<file path="src/rtl/bpsk_chip_modulator.sv">
// BPSK chip modulator: multiplies the sine carrier by the spread chip stream.
// Chips are queued in a small FIFO. The active chip changes only on a carrier
// phase-0 sample (sine_sync). Chip 0 passes the sample through; chip 1 negates it.
module bpsk_chip_modulator #(
    parameter int SAMPLES_PER_CHIP = 16,
    parameter int FIFO_DEPTH       = 4
) (
    input  logic              clk,
    input  logic              rst,
    input  logic              chip_in,
    input  logic              chip_valid,
    output logic              chip_ready,
    input  logic signed [7:0] sine_in,
    input  logic              sine_sync,
    output logic signed [7:0] mod_out,
    output logic              mod_valid,
    output logic              underflow,
    output logic              sync_err
);

    localparam int CW = $clog2(SAMPLES_PER_CHIP);
    localparam int AW = $clog2(FIFO_DEPTH);

    typedef enum logic {IDLE, RUN} state_t;

    // chip FIFO
    logic [FIFO_DEPTH-1:0] fifo_mem;
    logic [AW-1:0]         rd_ptr, wr_ptr;
    logic [AW:0]           count;
    logic                  full, empty, push, pop;

    // FSM and chip tracking
    state_t                state, state_nxt;
    logic [CW-1:0]         cnt, cnt_nxt;
    logic                  cur_chip, chip_nxt;
    logic                  run_sample, uf_nxt, serr_set;

    // datapath
    logic signed [8:0]     neg9;
    logic signed [7:0]     neg_sat, mod_nxt;

    assign full       = (count == (AW+1)'(FIFO_DEPTH));
    assign empty      = (count == '0);
    assign chip_ready = !full;
    assign push       = chip_valid && chip_ready;

    // FIFO storage and pointers. Pop only sees the registered count, so a chip
    // written this cycle cannot be consumed until the next one.
    always_ff @(posedge clk) begin
        if (rst) begin
            fifo_mem <= '0;
            rd_ptr   <= '0;
            wr_ptr   <= '0;
            count    <= '0;
        end else begin
            if (push) begin
                fifo_mem[wr_ptr] <= chip_in;
                wr_ptr           <= wr_ptr + AW'(1);
            end
            if (pop)
                rd_ptr <= rd_ptr + AW'(1);
            case ({push, pop})
                2'b10:   count <= count + (AW+1)'(1);
                2'b01:   count <= count - (AW+1)'(1);
                default: count <= count;
            endcase
        end
    end

    // Next state, chip pop, and boundary or misalignment detection.
    always_comb begin
        state_nxt  = state;
        cnt_nxt    = cnt + CW'(1);
        chip_nxt   = cur_chip;
        pop        = 1'b0;
        run_sample = 1'b0;
        uf_nxt     = 1'b0;
        serr_set   = 1'b0;
        case (state)
            IDLE: begin
                cnt_nxt = cnt;
                if (sine_sync && !empty) begin
                    pop        = 1'b1;
                    chip_nxt   = fifo_mem[rd_ptr];
                    cnt_nxt    = CW'(1);
                    state_nxt  = RUN;
                    run_sample = 1'b1;
                end
            end
            RUN: begin
                run_sample = 1'b1;
                if (sine_sync) begin
                    // Off-period sync is still treated as a boundary, which realigns the counter.
                    if (cnt != '0)
                        serr_set = 1'b1;
                    if (!empty) begin
                        pop      = 1'b1;
                        chip_nxt = fifo_mem[rd_ptr];
                        cnt_nxt  = CW'(1);
                    end else begin
                        state_nxt  = IDLE;
                        run_sample = 1'b0;
                        uf_nxt     = 1'b1;
                        cnt_nxt    = '0;
                    end
                end else if (cnt == '0) begin
                    // The expected boundary did not arrive. Keep the current chip.
                    serr_set = 1'b1;
                end
            end
            default: state_nxt = IDLE;
        endcase
    end

    // Negate at 9 bits. The only value that can overflow is -(-128).
    assign neg9    = -$signed({sine_in[7], sine_in});
    assign neg_sat = (neg9 == 9'sd128) ? 8'sd127 : neg9[7:0];

    // Output sample. A chip popped this cycle already applies to this sample.
    always_comb begin
        mod_nxt = '0;
        if (run_sample)
            mod_nxt = chip_nxt ? neg_sat : sine_in;
    end

    // State, chip, counter, and the registered outputs.
    always_ff @(posedge clk) begin
        if (rst) begin
            state     <= IDLE;
            cnt       <= '0;
            cur_chip  <= 1'b0;
            mod_out   <= '0;
            mod_valid <= 1'b0;
            underflow <= 1'b0;
            sync_err  <= 1'b0;
        end else begin
            state     <= state_nxt;
            cnt       <= cnt_nxt;
            cur_chip  <= chip_nxt;
            mod_out   <= mod_nxt;
            mod_valid <= run_sample;
            underflow <= uf_nxt;
            sync_err  <= sync_err | serr_set;
        end
    end

endmodule

</file>
<file path="config.mk">
export PLATFORM = sky130hd
export DESIGN_NAME = bpsk_chip_modulator
export DESIGN_NICKNAME = d
export VERILOG_FILES = /design/src/rtl/bpsk_chip_modulator.sv
export SDC_FILE = /design/constraint.sdc
export NUM_CORES = 1
export LEC_CHECK = 0
export CORE_ASPECT_RATIO = 2
export CORE_MARGIN = 2
export CORE_UTILIZATION = 45
export DETAILED_ROUTE_END_ITERATION = 10
export DONT_BUFFER_PORTS = 1
export SYNTH_ARGS = -nofsm -noshare
export SYNTH_HDL_FRONTEND = slang
export SYNTH_SLANG_ARGS = --single-unit
</file>
<file path="constraint.sdc">
create_clock -name clk -period 7.76 [get_ports clk]
set_clock_uncertainty 0.05 [all_clocks]
set_input_delay 1.164 -clock clk [delete_from_list [all_inputs] [get_ports clk]]
set_output_delay 1.164 -clock clk [all_outputs]
set_load 0.05 [all_outputs]
</file>
==> results.py <==
metrics = {
    "global_routing": {
        "grt_max_degree": 20,
        "grt_pass1_wl_mm": 4.75,
        "antenna_found_initial": 0,
        "grt_overflow": 0,
        "grt_pass1_vias": 1124,
        "grtUsageTotal_pct": 17.3,
    },
    "clock_network": {
        "root_buffer": "clkbuf_8",
        "clkLatencyLatePin_ps": 270,
        "clock_path_buffers": 2,
        "clock-sinks": 27,
        "clkTransAtPathRegs_ps": 100,
        "numCtsBuffers": 3,
        "ctsHoldBuffers": 0,
        "post_cts_buffers": 0,
        "cts_repair_resize_count": 0,
        "cts_tree": "yes",
        "htreeDepth": 1,
    },
    "sta": {
        "slew_headroom_pct": 55.1,
        "final.setup.tns_ps": 0,
        "setup_viol": 0,
        "max_clock_freq_mhz": 359,
        "hold_viol": 0,
        "tightest_slew_ps": 672,
        "min_period_over_period_pct": 35.9,
        "drv_slew": 0,
        "rsz0062_at_grt": "no",
        "period_needed_ps": 2790,
    },
    "floorplanning": {
        "initial_core_util_pct": 46.9,
        "die_h_um": 82.3,
        "die_w_um": 43.2,
        "core_um2": 2940,
        "io_pins": 25,
        "dieArea_um2": 3550,
        "rows": 28,
    },
    "synth": {
        "syn_avg_cell_area_um2": 9.14,
        "syn-instance-count": 151,
        "syn_area_um2": 1380,
        "ys_types": 44,
        "ys_seq_area_share_pct": 39.2,
        "ys_warn_count": 0,
        "synth-seq-cells": 27,
        "synthesis.nets": 173,
    },
    "min_path": {
        "hp-class": "reg2reg",
    },
    "routing": {
        "detail-route-antenna-nets": 0,
        "wl_per_cell_um": 15.5,
        "drc": 0,
        "drt-total-wl_mm": 2.81,
        "vias": 1073,
        "drt_iter0_drc": 24,
        "avgViaCountPerCell": 5.93,
        "firstDrtPassIters": 4,
    },
    "critical_path": {
        "arrival_ps": 2950,
        "path_buf_inv": 1,
        "worstSetupStartpointType": "register",
        "crit_path_end_kind": "register",
        "path_delay_family": "simple AND/OR/NAND/NOR gates",
        "max_stage_delay_ps": 690,
        "worstSetupPathType": "reg2reg",
        "cpMaxStageDelayCell": "or3b_2",
        "critPathMaxFanout": 7,
        "cp_data_required_time_ps": 7920,
        "cp_cell_sequence": "or3b_2 -> nand2_1 -> ha_1 -> inv_1 -> fa_1 -> xor2_1 -> or3_2 -> a21oi_1",
    },
    "layout": {
        "nets": 174,
        "area_growth_pct": 5.17,
        "diodes": 0,
        "final_core_util_pct": 49.3,
        "final_layout_size_suffix_gt1_share_pct": 8.61,
    },
    "power_and_ir_drop": {
        "p_leak_nw": 0.571,
        "ir_drop_mv": 0.159,
        "power.density_nw_per_um2": 311,
    },
    "place": {
        "gp_congestion": 0.848,
        "io_buffers": 0,
        "post-dp-hpwl_mm": 2.20,
    },
    "flow_run": {
        "max-cap-violations": 0,
    },
    "run_status": {
        "run_status": "finished, final reports clean",
    },
}
logic make-up after synthesis:
logic type | count (synthesis) | synth area share [%]
flops | 27 | 39.2
compound gates | 35 | 18.2
xor+xnor | 6 | 3.81
simple gates | 50 | 18.0
fa+ha+maj | 9 | 8.70
buf+inv | 17 | 4.80
mux | 7 | 7.25
layout by cell type (no fill, tap or decap), types with 2 or more instances in the layout:
| cell type | count |
|---|---|
| nand2b_1 | 2 |
| nand2_1 | 4 |
| dfxtp_1 | 27 |
| nor2_1 | 20 |
| mux2i_1 | 4 |
| nor3b_1 | 2 |
| xor2_1 | 4 |
| nor3_1 | 5 |
| a211o_1 | 3 |
| o22ai_1 | 2 |
| nor4_1 | 3 |
| nand3_1 | 6 |
| o21ai_0 | 5 |
| a21oi_1 | 12 |
| clkbuf_8 | 3 |
| inv_1 | 12 |
| xnor2_1 | 2 |
| ha_1 | 8 |
| and3_1 | 2 |
path summary, 6_finish.rpt:
check                                from         to  slack [ps]  cells past startpoint
worst min-delay path            wr_ptr[1]  wr_ptr[1]         460                      2
worst max-delay path             count[2]   count[2]        4970                      8
worst max register to register   count[2]   count[2]        4970                      8
worst min register to register  wr_ptr[1]  wr_ptr[1]         460                      2
cells in the mapped netlist (all sizes together):
cell	instances	area, µm²
dfxtp	27	541
nor2	20	75.1
inv	13	51.3
a21oi	12	60.1
ha	8	100
nand3	6	30.0
mux2i	5	62.6
nor3	5	25.0
o21ai	5	25.0
nand2	4	15.0
xor2	4	35.0
a211o	3	26.3
clkbuf	3	11.3
nor4	3	18.8
a21o	2	16.3
and3	2	12.5
nand2b	2	12.5
nor3b	2	15.0
o22ai	2	12.5
or3	2	13.8
xnor2	2	17.5
a211oi	1	7.51
a221oi	1	8.76
a22oi	1	7.51
a311oi	1	15.0
a32o	1	10.0
a32oi	1	8.76
and2	1	6.26
and3b	1	8.76
buf	1	3.75
fa	1	20.0
mux2	1	15.0
mux4	1	22.5
nand3b	1	7.51
o2111ai	1	8.76
o211ai	1	7.51
o21a	1	7.51
o31ai	1	21.3
o32ai	1	8.76
or3b	1	8.76
worst reg2reg max path: stages, from the launching register on:
cell,delay [ps]
dfxtp_1,440
or3b_2,690
nand2_1,220
ha_1,210
inv_1,60
fa_1,370
xor2_1,160
or3_2,400
a21oi_1,140
registers in the layout, indices dropped and copies added, names as in the netlist:
name and cells:
sync_err 1, rd_ptr 2, underflow 1, count 3
state 1, wr_ptr 2, mod_out 8, fifo_mem 4
cnt 4, cur_chip 1
stage by stage:
| step | power [mW] | instance area [µm²] | hold slack (ps) | instances | worst slack, ps |
|---|---|---|---|---|---|
| 3_5_place_dp | 0.377 | 1400 | 440 | 177 | 4880 |
| 5_1_grt | 0.483 | 1450 | 523 | 181 | 4810 |
| 6_report | 0.452 | 1450 | 459 | 181 | 4970 |
| 3_3_place_gp | 0.373 | 1400 | 427 | 177 | 4930 |
| 2_1_floorplan | 0.346 | 1380 | 408 | 151 | 4940 |
| 4_1_cts | 0.458 | 1450 | 461 | 181 | 4950 |
power breakdown:
group | switching (mW) | internal (mW) | total, mW
clock | 0.0444 | 0.0364 | 0.0808
sequential | 0.0618 | 0.165 | 0.227
combinational | 0.0821 | 0.0623 | 0.144
total | 0.188 | 0.264 | 0.452
final cells by class:
cell class | instances | area (µm²)
fillers | 306 | 1490
well taps | 30 | 37.5
multi-input cells | 107 | 773
inverters | 13 | 51.3
flip-flops and latches | 27 | 541
clock buffers | 3 | 41.3
clock inverters | 1 | 7.51
metal layers:
metal / GRT usage, % / part of all wire (%) / vias to the layer above
li1: - / - / 532
met1: 15.3 / 36 / 519
met2: 35.5 / 58 / 18
met3: 2.83 / 3.6 / 4
met4: 8.18 / 1.6 / 0
met5: 0 / 0 / -
Power figures use the tool's default switching activity.
